`config.mk`:
```
export PLATFORM = sky130hd
export DESIGN_NAME = regfile_access_arbiter
export DESIGN_NICKNAME = d
export VERILOG_FILES = /design/src/rtl/regfile_access_arbiter.sv
export SDC_FILE = /design/constraint.sdc
export NUM_CORES = 1
export LEC_CHECK = 0
export ABC_AREA = 1
export CAP_MARGIN = 10
export CORE_MARGIN = 4
export CORE_UTILIZATION = 43
export DETAILED_ROUTE_END_ITERATION = 16
export PLACE_DENSITY = 0.87
export SYNTH_ARGS = -nofsm -noshare
export SYNTH_HDL_FRONTEND = slang
export SYNTH_SLANG_ARGS = --single-unit
```
`constraint.sdc`:
```
create_clock -name clock -period 3.1 [get_ports clock]
set_clock_uncertainty 0.2 [all_clocks]
set_input_delay 0.93 -clock clock [delete_from_list [all_inputs] [get_ports clock]]
set_output_delay 0.93 -clock clock [all_outputs]
set_load 0.01 [all_outputs]
```
`src/rtl/regfile_access_arbiter.sv`:
```
// Round-robin arbiter sharing one single-port register file between
// NUM_REQ requesters; clears win over accesses.
module regfile_access_arbiter #(
  parameter int NUM_REQ    = 3,
  parameter int DATA_WIDTH = 32,
  parameter int ADDR_WIDTH = 5
) (
  input  logic                          clock,
  input  logic                          reset,
  input  logic [NUM_REQ-1:0]            req_valid,
  input  logic [NUM_REQ-1:0]            req_write,
  input  logic [NUM_REQ*ADDR_WIDTH-1:0] req_addr_a,
  input  logic [NUM_REQ*ADDR_WIDTH-1:0] req_addr_b,
  input  logic [NUM_REQ*DATA_WIDTH-1:0] req_wdata,
  output logic [NUM_REQ-1:0]            req_ready,
  output logic [NUM_REQ-1:0]            rsp_valid,
  output logic [DATA_WIDTH-1:0]         rsp_data_1,
  output logic [DATA_WIDTH-1:0]         rsp_data_2,
  input  logic                          clear_req,
  output logic                          clear_done,
  output logic                          busy,
  output logic                          rf_enable,
  output logic                          rf_read,
  output logic                          rf_write,
  output logic                          rf_reset,
  output logic [ADDR_WIDTH-1:0]         rf_select_input,
  output logic [ADDR_WIDTH-1:0]         rf_select_output_1,
  output logic [ADDR_WIDTH-1:0]         rf_select_output_2,
  output logic [DATA_WIDTH-1:0]         rf_in,
  input  logic [DATA_WIDTH-1:0]         rf_data_1,
  input  logic [DATA_WIDTH-1:0]         rf_data_2
);

  localparam int PW = (NUM_REQ > 1) ? $clog2(NUM_REQ) : 1;

  localparam logic [1:0] S_IDLE    = 2'd0;
  localparam logic [1:0] S_CLEAR   = 2'd1;
  localparam logic [1:0] S_ISSUE   = 2'd2;
  localparam logic [1:0] S_CAPTURE = 2'd3;

  logic [ADDR_WIDTH-1:0] addr_a_arr [NUM_REQ];
  logic [ADDR_WIDTH-1:0] addr_b_arr [NUM_REQ];
  logic [DATA_WIDTH-1:0] wdata_arr  [NUM_REQ];

  for (genvar g = 0; g < NUM_REQ; g++) begin : g_unpack
    assign addr_a_arr[g] = req_addr_a[g*ADDR_WIDTH +: ADDR_WIDTH];
    assign addr_b_arr[g] = req_addr_b[g*ADDR_WIDTH +: ADDR_WIDTH];
    assign wdata_arr[g]  = req_wdata[g*DATA_WIDTH +: DATA_WIDTH];
  end

  logic [1:0]            state_q, state_d;
  logic [PW-1:0]         ptr_q, ptr_d;
  logic [PW-1:0]         own_q, own_d;
  logic                  wr_q, wr_d;
  logic [NUM_REQ-1:0]    ready_q, ready_d;
  logic [NUM_REQ-1:0]    rsp_q, rsp_d;
  logic [DATA_WIDTH-1:0] d1_q, d1_d;
  logic [DATA_WIDTH-1:0] d2_q, d2_d;
  logic                  done_q, done_d;
  logic                  busy_q;
  logic                  en_q, en_d;
  logic                  rd_q, rd_d;
  logic                  wrs_q, wrs_d;
  logic                  rst_q, rst_d;
  logic [ADDR_WIDTH-1:0] sin_q, sin_d;
  logic [ADDR_WIDTH-1:0] so1_q, so1_d;
  logic [ADDR_WIDTH-1:0] so2_q, so2_d;
  logic [DATA_WIDTH-1:0] rfin_q, rfin_d;

  logic          win_found;
  logic [PW-1:0] win_idx;
  logic [PW-1:0] scan;

  // Scan starts one past the last winner and wraps.
  always_comb begin
    win_found = 1'b0;
    win_idx   = '0;
    scan      = ptr_q;
    for (int i = 0; i < NUM_REQ; i++) begin
      scan = (scan == PW'(NUM_REQ - 1)) ? '0 : scan + PW'(1);
      if (!win_found && req_valid[scan]) begin
        win_found = 1'b1;
        win_idx   = scan;
      end
    end
  end

  always_comb begin
    state_d = state_q;
    ptr_d   = ptr_q;
    own_d   = own_q;
    wr_d    = wr_q;
    ready_d = '0;
    rsp_d   = '0;
    d1_d    = d1_q;
    d2_d    = d2_q;
    done_d  = 1'b0;
    en_d    = 1'b0;
    rd_d    = 1'b0;
    wrs_d   = 1'b0;
    rst_d   = 1'b0;
    sin_d   = '0;
    so1_d   = '0;
    so2_d   = '0;
    rfin_d  = '0;
    unique case (state_q)
      S_IDLE: begin
        if (clear_req) begin
          state_d = S_CLEAR;
          en_d    = 1'b1;
          rst_d   = 1'b1;
        end else if (win_found) begin
          state_d          = S_ISSUE;
          ptr_d            = win_idx;
          own_d            = win_idx;
          wr_d             = req_write[win_idx];
          ready_d[win_idx] = 1'b1;
          en_d             = 1'b1;
          if (req_write[win_idx]) begin
            wrs_d  = 1'b1;
            sin_d  = addr_a_arr[win_idx];
            rfin_d = wdata_arr[win_idx];
          end else begin
            rd_d  = 1'b1;
            so1_d = addr_a_arr[win_idx];
            so2_d = addr_b_arr[win_idx];
          end
        end
      end
      S_CLEAR: begin
        done_d  = 1'b1;
        state_d = S_IDLE;
      end
      S_ISSUE: begin
        if (wr_q) begin
          rsp_d[own_q] = 1'b1;
          state_d      = S_IDLE;
        end else begin
          state_d = S_CAPTURE;
        end
      end
      S_CAPTURE: begin
        d1_d         = rf_data_1;
        d2_d         = rf_data_2;
        rsp_d[own_q] = 1'b1;
        state_d      = S_IDLE;
      end
      default: state_d = S_IDLE;
    endcase
  end

  always_ff @(posedge clock or negedge reset) begin
    if (!reset) begin
      state_q <= S_IDLE;
      ptr_q   <= PW'(NUM_REQ - 1);
      own_q   <= '0;
      wr_q    <= 1'b0;
      ready_q <= '0;
      rsp_q   <= '0;
      d1_q    <= '0;
      d2_q    <= '0;
      done_q  <= 1'b0;
      busy_q  <= 1'b0;
      en_q    <= 1'b0;
      rd_q    <= 1'b0;
      wrs_q   <= 1'b0;
      rst_q   <= 1'b0;
      sin_q   <= '0;
      so1_q   <= '0;
      so2_q   <= '0;
      rfin_q  <= '0;
    end else begin
      state_q <= state_d;
      ptr_q   <= ptr_d;
      own_q   <= own_d;
      wr_q    <= wr_d;
      ready_q <= ready_d;
      rsp_q   <= rsp_d;
      d1_q    <= d1_d;
      d2_q    <= d2_d;
      done_q  <= done_d;
      busy_q  <= (state_d != S_IDLE);
      en_q    <= en_d;
      rd_q    <= rd_d;
      wrs_q   <= wrs_d;
      rst_q   <= rst_d;
      sin_q   <= sin_d;
      so1_q   <= so1_d;
      so2_q   <= so2_d;
      rfin_q  <= rfin_d;
    end
  end

  assign req_ready          = ready_q;
  assign rsp_valid          = rsp_q;
  assign rsp_data_1         = d1_q;
  assign rsp_data_2         = d2_q;
  assign clear_done         = done_q;
  assign busy               = busy_q;
  assign rf_enable          = en_q;
  assign rf_read            = rd_q;
  assign rf_write           = wrs_q;
  assign rf_reset           = rst_q;
  assign rf_select_input    = sin_q;
  assign rf_select_output_1 = so1_q;
  assign rf_select_output_2 = so2_q;
  assign rf_in              = rfin_q;

endmodule
```
* Word-level counts from Yosys, hierarchy flattened
Cells that the tools add are included.
** Operators by class
- Add/subtract/negate cells :: 3
- Order comparisons :: 8
- Equality and inequality tests :: 6
- Mux-type cells :: 69
- Bitwise gates (word level) :: 2
- Reductions and logical operators :: 10
** Operators with widths (count)
- two-way mux 32 bit :: 6
- two-way mux 5 bit :: 16
- binary-select mux 32 bit (select 2 bit) :: 1
- two-way mux 1 bit :: 23
- binary-select mux 5 bit (select 2 bit) :: 2
- two-way mux 2 bit :: 9
- < comparator 2 x 3 -> 1 bit (second input constant) :: 5
- two-way mux 3 bit :: 4
- equality test 2 bit (second input constant) :: 5
- binary-select mux 1 bit (select 2 bit) :: 4
- adder 2 x 1 -> 2 bit (second input constant) :: 3
- one-hot mux 2 bit (3 select lines) :: 1
- one-hot mux 3 bit (2 select lines) :: 1
- demux 1 bit (select 2 bit) :: 2
- greater-or-equal comparator 2 x 1 -> 1 bit (second input constant) :: 2
- logical AND 1 bit :: 4
- greater-or-equal comparator 3 bit (second input constant) :: 1
- inverter 2 -> 3 bit :: 1
- AND reduction 3 bit :: 1
- equality test 2 x 1 -> 1 bit (second input constant) :: 1
- logical NOT 1 bit :: 2
- logical NOT 2 bit :: 1
- nonzero test 2 bit :: 1
- OR reduction 2 bit :: 1
- inverter 1 bit :: 1
** Storage, ports and cells
- Bits in registers :: 130
- Input bits :: 199

* Logic depth before layout (Yosys ltp)
Gate-level depths: netlist of the first run.
- Word-level depth :: 19
- Gate-level depth with buffers :: 14

* Worst setup path after synthesis of the first run
OpenSTA, ideal clock, no wires.
- Kind :: input to register
- Start :: in req_valid[2]
- End :: reg wr_q
- Setup time :: 0.121 ns
- Arrival :: 2.091 ns
- Required time :: 2.779 ns
- Setup slack :: 0.688 ns
- Stages :: 10
- Path buffers :: 2
- Cell sequence :: inv_1 > nand2_1 > nand3_1 > nand2_1 > o211ai_2 > inv_2 > nand3_2 > buf_6 > buf_6 > nand2_1
** Between the ends
- Longest elaborated chain between the ends :: 11
- Elaborated cells on any way between the ends :: 19
- Classes of those cells :: 14 x mux; 5 x reduce/logical
** Ends and longest elaborated chain
- start, declared :: RTL line 10 : input logic [NUM_REQ-1:0] req_valid,
- binary-select mux 1 bit (select 2 bit) :: RTL line 81 : if (!win_found && req_valid[scan]) begin
- two-way mux 1 bit (implied by the code) :: RTL line 81
- two-way mux 1 bit :: RTL line 81
- logical NOT 1 bit :: RTL line 81
- logical AND 1 bit :: RTL line 81
- two-way mux 1 bit :: RTL line 81
- logical NOT 1 bit :: RTL line 81
- logical AND 1 bit :: RTL line 81
- two-way mux 2 bit :: RTL line 81
- binary-select mux 1 bit (select 2 bit) :: RTL line 116 : wr_d = req_write[win_idx];
- two-way mux 1 bit (implied by the code) :: RTL line 116
- end signal, assigned :: RTL line 176 : wr_q <= wr_d;
- end, declared :: RTL line 54 : logic wr_q, wr_d;
Several ways; a longest one is shown, not always the timed one. The select of a mux whose other input is x is not followed.
A chain may end at the register's enable or synchronous reset.

* Worst setup path after layout of the first run
- Start :: in req_valid[2]
- End :: reg rfin_q[14], in the netlist rf_in[14]
** Between the ends
- Longest elaborated chain between the ends :: 17
- Elaborated cells on any way between the ends :: 26
- Classes of those cells :: 21 x mux; 1 x bitwise; 4 x reduce/logical
** Ends and longest elaborated chain
- binary-select mux 1 bit (select 2 bit) :: RTL line 81
- two-way mux 1 bit (implied by the code) :: RTL line 81
- two-way mux 1 bit :: RTL line 81
- logical NOT 1 bit :: RTL line 81
- logical AND 1 bit :: RTL line 81
- two-way mux 1 bit :: RTL line 81
- logical NOT 1 bit :: RTL line 81
- logical AND 1 bit :: RTL line 81
- two-way mux 2 bit :: RTL line 81
- inverter 2 -> 3 bit (implied by the code) :: RTL line 122 : rfin_d = wdata_arr[win_idx];
- binary-select mux 32 bit (select 2 bit) :: RTL line 122
- two-way mux 32 bit (implied by the code) (2 in a row) :: RTL line 122
- two-way mux 32 bit :: RTL line 119 : if (req_write[win_idx]) begin
- two-way mux 32 bit (*) :: RTL line 112 : end else if (win_found) begin
- two-way mux 32 bit (*) :: RTL line 108 : if (clear_req) begin
- two-way mux 32 bit (*) :: RTL line 106 : unique case (state_q)
- net rfin_d[14] :: RTL line 68 : logic [DATA_WIDTH-1:0] rfin_q, rfin_d;
- end signal, assigned :: RTL line 190 : rfin_q <= rfin_d;
- end, declared :: RTL line 68
The timed path passes the listed nets; every way through them passes the cells marked *. The select of a mux whose other input is x is not followed.

==> metrics, run 1 <==
outcome finished clean; Clock power frac 19.5%; Wirelength per Cell about 17 µm; DRT Wirelength around 20 mm; width of the die ~130 µm; Worst Max-Slew Pin Slew 526 ps; Slowest-stage cell, CP clkdlybuf4s50_1; Synthesized Nets just under 900; Final Cycle Share roughly 87%; Ys Warns 0; Pwr Density between 900 and 1000 mW/mm²; CTS max path bufs 2; Final ANT Viol Nets 0; ratio of cells with drive above 1 in the final layout around 15%; CP Cell Sequence clkdlybuf4s50_1 -> inv_1 -> nand2_1 -> nand2_1 -> nor2_4 -> nand4_1 -> buf_4 -> nand2_2 -> nand2_1 -> nand3_1 -> nand3_2 -> buf_12 -> nor2_1; RSZ-0062 raised after global routing false; Rows 43; number of antenna diodes 0; full die area roughly 0.016 mm²; switching power 3.67 mW; total CTS buffers 17; final worst slack a little over 400 ps; Core ar. around 0.014 mm²; worst flop-to-flop path startpoint ptr_q[0]$_DFFE_PN0P_; Critical Path RT roughly 3200 ps; R2R setup slack approximately 800 ps; DIE HEIGHT approximately 130 µm; number of global-route vias before repair roughly 5800; Post-Place Setup Slack ~31 ps; CTS Root Cell clkbuf_16; Worst VDD drop 0.000569 V; RePlAce Congestion roughly 0.86; sequential share of power about 28%; Reg2Reg Depth 11; Tmin final around 2700 ps; CP Class in2reg; Ports between 300 and 400; Setup Buffers After CTS 0; kind of end point of the critical path flip-flop; final net count 1210; internal power approximately 6.3 mW; worst endpoint data arrival time between 2000 and 3000 ps; final setup fails 0; first-pass iteration count of the detailed router 5; Worst path max stage delay about 490 ps; Top Usage Layer GRT met2; met3 Use GR a little over 8%; Hold WC Path Type in2async; switching portion of total power between 30% and 40%; hpwl dp roughly 15 mm; PostCTS Resize Cnt 0; Synth Area per Inst between 8 and 9 µm²; Final Max Slew Viols 0; fmax around 370 MHz; met1 Usage GRT approximately 29%; initial core utilization approximately 44%; CTS tree yes; area grow syn2layout 68.3%; clock sinks about 130; H-Tree Depth 4; R2R Path End rf_in[14]$_DFF_PN0_; initial antenna violation count 0; Most Frequent Cell on Critical Path nand2_1; hold buffer count at CTS 0; synthesized flop and latch total ~130; Leak Pwr around 5 nW; Fin. Hold Viols 0; CP Launch Type primary input; max_cap viols 0; Vias 5772; crit path max fanout 17; Logic pwr share a little over half; met2 Use GR about 44%; largest net degree at the start of global routing 65; port bufs roughly 320; clock latency on the worst-skew pair between 400 and 500 ps; gr usage total 24.8%; DRC viols 0; Critical path origin req_valid[2]; Via density 4.80; Max-slew headroom 64.9%; Mapped Cells just under 700; number of DRC violations after detailed-routing iteration 0 roughly 260; global-route wire length before repair around 31 mm; library cells used by synthesis 24; Reg clk slew, reported paths 60 ps; total gr overflow 0; Synth Cell Area a little over 0.006 mm²; register area share after synthesis a little over half; setup TNS 0 ps
kinds of logic after synthesis:
family	after synthesis	share of synthesized area [%]
multiplexers	64	11.9
AO/OA/AOI/OAI	45	3.88
buffers and inverters	128	8.83
AND/OR/NAND/NOR	316	22.1
flip-flops	129	53.3
stage by stage:
step / util, % / hold WS (ps) / area (µm²) / power (mW) / cells
after floorplan: - / 232 / 6060 / 5.52 / 682
after global placement: 69.6 / 241 / 9630 / 7.91 / 1172
after detailed placement: 69.6 / 266 / 9630 / 8.05 / 1172
after CTS: 73.8 / 275 / 10200 / 10.1 / 1202
after global routing: 73.8 / 292 / 10200 / 10.7 / 1202
final: 73.8 / 276 / 10200 / 10.0 / 1202
critical path: cells and delay by family:
| kind | cells | cell delay [ps] |
|---|---|---|
| buffers and inverters | 4 | 960 |
| AND/OR/NAND/NOR | 9 | 920 |
Yosys cell counts:
master / count / share of area [%]
nand4_1: 2 / 0.21
buf_6: 2 / 0.37
nand2_1: 70 / 4.3
buf_2: 29 / 2.4
buf_4: 1 / 0.12
nand3_1: 60 / 5.0
inv_1: 85 / 5.3
mux2_2: 64 / 12
nand3_2: 2 / 0.33
o211ai_2: 1 / 0.21
nor3_2: 1 / 0.17
clkbuf_1: 6 / 0.37
or2_2: 6 / 0.62
dfstp_2: 1 / 0.43
o21ai_0: 2 / 0.17
nor2_4: 1 / 0.19
inv_2: 5 / 0.31
o21bai_1: 1 / 0.12
a21oi_1: 41 / 3.4
nor3_1: 4 / 0.33
nor2_1: 158 / 9.8
nor2_2: 10 / 1.0
dfrtp_1: 128 / 53
nand2_2: 2 / 0.21
registers in the layout (all words and copies together), names as in the netlist:
signal,cells
rf_in,32
rf_reset,1
rf_select_output_2,5
ptr_q,2
rf_read,1
rf_select_output_1,5
rsp_data_1,32
busy,1
rsp_valid,3
req_ready,3
state_q,2
rsp_data_2,32
wr_q,1
rf_enable,1
rf_select_input,5
own_q,1
clear_done,1
rf_write,1
metal layers:
metal	vias to the layer above	part of all wire, %
li1	2787	-
met1	2680	38
met2	274	51
met3	31	8.6
met4	0	2.4
met5	-	0
power groups by stage:
stage | logic, mW | registers, mW | clock network (mW)
2_1_floorplan | 2.45 | 3.07 | 0
3_3_place_gp | 5.19 | 2.72 | 0
3_5_place_dp | 5.28 | 2.77 | 0
4_1_cts | 5.34 | 2.76 | 1.98
5_1_grt | 5.77 | 2.84 | 2.05
6_report | 5.28 | 2.76 | 1.95
how the worst max path moves through the flow:
stage                                              end  slack, ps  cells past startpoint
after CTS                 rf_select_input[3]$_DFF_PN0_        440                     13
after floorplan                       wr_q$_DFFE_PN0P_        690                     10
final                              rf_in[14]$_DFF_PN0_        410                     13
after detailed placement  rf_select_input[0]$_DFF_PN0_         30                     13
after global placement             rf_in[27]$_DFF_PN0_         90                     12
after global routing      rf_select_input[3]$_DFF_PN0_        280                     13
final cells by class:
| type | count | area (µm²) |
|---|---|---|
| inverter | 90 | 338 |
| timing repair buffer | 348 | 3530 |
| tap | 180 | 225 |
| clock inverter | 9 | 108 |
| clock buffer | 21 | 470 |
| sequential | 129 | 3230 |
| fill | 918 | 3620 |
| multi-input combinational | 425 | 2300 |
placed cells by master (no fill, tap or decap), types with 3 or more instances in the layout:
| cell | Yosys | final |
|---|---|---|
| nand2_2 | 2 | 4 |
| inv_1 | 85 | 85 |
| nand3_1 | 60 | 60 |
| buf_12 | 0 | 9 |
| nor2_2 | 10 | 10 |
| clkbuf_8 | 0 | 3 |
| nor3_1 | 4 | 4 |
| inv_2 | 5 | 5 |
| clkbuf_16 | 0 | 17 |
| nand2_1 | 70 | 68 |
| mux2_2 | 64 | 64 |
| a21oi_1 | 41 | 41 |
| nor2_1 | 158 | 158 |
| buf_4 | 1 | 18 |
| clkinv_2 | 0 | 3 |
| clkdlybuf4s50_1 | 0 | 320 |
| or2_2 | 6 | 6 |
| dfrtp_1 | 128 | 128 |
No activity file was read; power rests on OpenSTA's default activity.
==> run 2: changes to the inputs <==
Settings changed: ABC_CLOCK_PERIOD_IN_PS set to 3100, CORE_UTILIZATION 43 to 40, PLACE_DENSITY 0.87 to 0.82, SLEW_MARGIN set to 0.
==> run 2 against run 1 <==
Setup slack worse by 34 ps. Critical path depth stayed put. Die area is 7.0% higher. Critical endpoint is now rf_in[29]$_DFF_PN0_. Critical path type unchanged. Via count is 0.78% lower. Register-to-register slack worse by 90 ps. Highest routed layer unchanged. Wire length is 0.18% higher. Combinational power is 1% lower. Hold slack worse by 16 ps. Sequential power hardly changed. Final cell count is 0.25% lower. Largest cell class unchanged. Sequential share of layout area is 0.081 points lower. Maximum frequency is 1.2% lower.
==> metrics, run 2 (synthesized netlist as in run 1, its figures left out) <==
clock latency on the worst-skew pair 410 ps (about the same); DIE HEIGHT 131 µm (+3.5%); final net count 1201 (-0.74%); R2R setup slack 710 ps (-90 ps); Slowest-stage cell, CP clkdlybuf4s50_1; met2 Use GR 39.9% (-3.9 points); Final Power 10.1 mW (+0.56%); Worst path max stage delay 480 ps (about the same); area grow syn2layout 68.7%; DP Cell Count 1167 (-0.43%); filler cell count 1127 (+23%); Final ANT Viol Nets 0 (unchanged); Final Max Slew Viols 0 (unchanged); multi-input logic area 0.00230 mm² (unchanged); DRT Wirelength 20.1 mm (+0.18%); met3 Use GR 9.63% (+1.6 points); number of antenna diodes 0 (unchanged); hpwl dp 15.4 mm (+1.7%); Most Frequent Cell on Critical Path nand2_1; initial core utilization 41.2% (-2.6 points); RSZ-0062 raised after global routing false; Critical Path RT 3230 ps (about the same); PostCTS Resize Cnt 0 (unchanged); CP Launch Type primary input; met1 Usage GRT 25.0% (-3.5 points); number of global-route vias before repair 5520 (-4.9%); Critical path origin req_valid[2]; Vias 5727 (-0.78%); Worst Max-Slew Pin Slew 643 ps (+117 ps); most common cell after layout, fill and taps aside clkdlybuf4s50_1; commonest non-fill, non-tap cells in the layout 320 x clkdlybuf4s50_1, 158 x nor2_1, 128 x dfrtp_1; kind of end point of the critical path flip-flop; fmax 367 MHz (-1.2%); Hold WC Path Type reg2reg; Ports 322 (unchanged); max_cap viols 0 (unchanged); number of DRC violations after detailed-routing iteration 0 300 (+15%); register area 0.00323 mm² (unchanged); CP Capture Point rf_in[29]$_DFF_PN0_; Reg2Reg Depth 11 (unchanged); Tmin final 2720 ps (+33.9 ps); worst hold start own_q[1]$_DFFE_PN0P_; gr usage total 22.8% (-2.0 points); Pwr Density 983 mW/mm² (+0.30%); setup TNS 0 ps (unchanged); full die area 0.0172 mm² (+7.0%); H-Tree Depth 4 (unchanged); total gr overflow 0 (unchanged); worst flop-to-flop path startpoint ptr_q[0]$_DFFE_PN0P_; Worst VDD drop 0.000582 V (+2.4%); clock sinks 129 (unchanged); Via density 4.78 (-0.53%); largest net degree at the start of global routing 53 (-18%); CTS Root Cell clkbuf_16; Reg clk slew, reported paths 50 ps (about the same); initial antenna violation count 0 (unchanged); Fin Hold WS 260 ps (-16.3 ps); R2R Path End rf_in[29]$_DFF_PN0_; width of the die 131 µm (+3.5%); total CTS buffers 17 (unchanged); CP Class in2reg; crit path max fanout 25 (+8); final setup fails 0 (unchanged); hold buffer count at CTS 0 (unchanged); Leak Pwr 4.93 nW (about the same); DRC viols 0 (unchanged); Fin. Hold Viols 0 (unchanged); Rows 44 (+2.3%); outcome finished clean; ratio of cells with drive above 1 in the final layout 14.3% (-0.59 points); RePlAce Congestion 0.843 (-1.8%); port bufs 321 (unchanged); global-route wire length before repair 30.9 mm (-0.29%); Final Util 69.6% (-4.2 points); Max-slew headroom 57.0% (-7.9 points); CTS tree yes; Setup Buffers After CTS 0 (unchanged); Final Cycle Share 87.9% (+1.1 points); Wirelength per Cell 16.7 µm (+0.43%); CTS max path bufs 2 (unchanged); final cell count without fillers 1199 (-0.25%); first-pass iteration count of the detailed router 5 (unchanged); CP Cell Sequence clkdlybuf4s50_1 -> inv_1 -> nand2_1 -> nand2_1 -> nor2_4 -> nand4_1 -> buf_4 -> nand2_2 -> nand2_1 -> nand3_1 -> nand3_2 -> buf_12 -> nor2_1; worst endpoint data arrival time 2850 ps (+20 ps); Top Usage Layer GRT met2; Core ar. 0.0147 mm² (+6.3%)
-- run 2: cell types whose count changed in the layout (fill, tap and decap cells not counted), sizes merged --
| cell | before | now |
|---|---|---|
| buf | 28 | 19 |
| clkinv | 4 | 2 |
| bufinv | 2 | 3 |
| clkbuf | 21 | 22 |
| inv | 91 | 93 |
-- run 2: power by group --
group	switching (mW)	internal (mW)	leakage [nW]	total (mW)
clock network	0.727	1.36	0.304	2.09
registers	0.350	2.40	1.62	2.75
logic	2.56	2.65	3.00	5.21
-- run 2: area by class of cell --
cell class	instances	area share (%)
clock buffer	22	4.73
sequential	129	31.6
clock inverter	10	1.42
multi-input combinational	425	22.5
timing repair buffer	339	34.2
tap	184	2.25
inverter	90	3.30
-- run 2: per-layer routing --
layer  share of wire (%)  routed length [µm]
met4                 2.6                 521
met3                  10                2070
met5                   0                   0
met2                  50               10000
met1                  37                7450
-- run 2: metrics by stage --
step                instance area (µm²)  setup slack, ps
floorplan                          6060              688
finish                            10200              376
global route                      10200              207
global placement                   9600             70.9
detailed placement                 9600            -28.5
CTS                               10200              381
-- run 2: how the worst min path moves through the flow --
stage | end | slack [ps] | cells after the start
floorplan | rsp_valid[0]$_DFF_PN0_ | 230 | 1
global placement | rsp_valid[1]$_DFF_PN0_ | 250 | 1
detailed placement | rsp_valid[1]$_DFF_PN0_ | 250 | 1
CTS | rsp_valid[1]$_DFF_PN0_ | 260 | 1
global route | rsp_valid[1]$_DFF_PN0_ | 270 | 1
finish | rsp_valid[0]$_DFF_PN0_ | 260 | 1
-- run 2: critical path, delay by kind of cell --
family / cells / cell delay [ps]
buffers and inverters: 4 / 960
AND/OR/NAND/NOR: 9 / 940
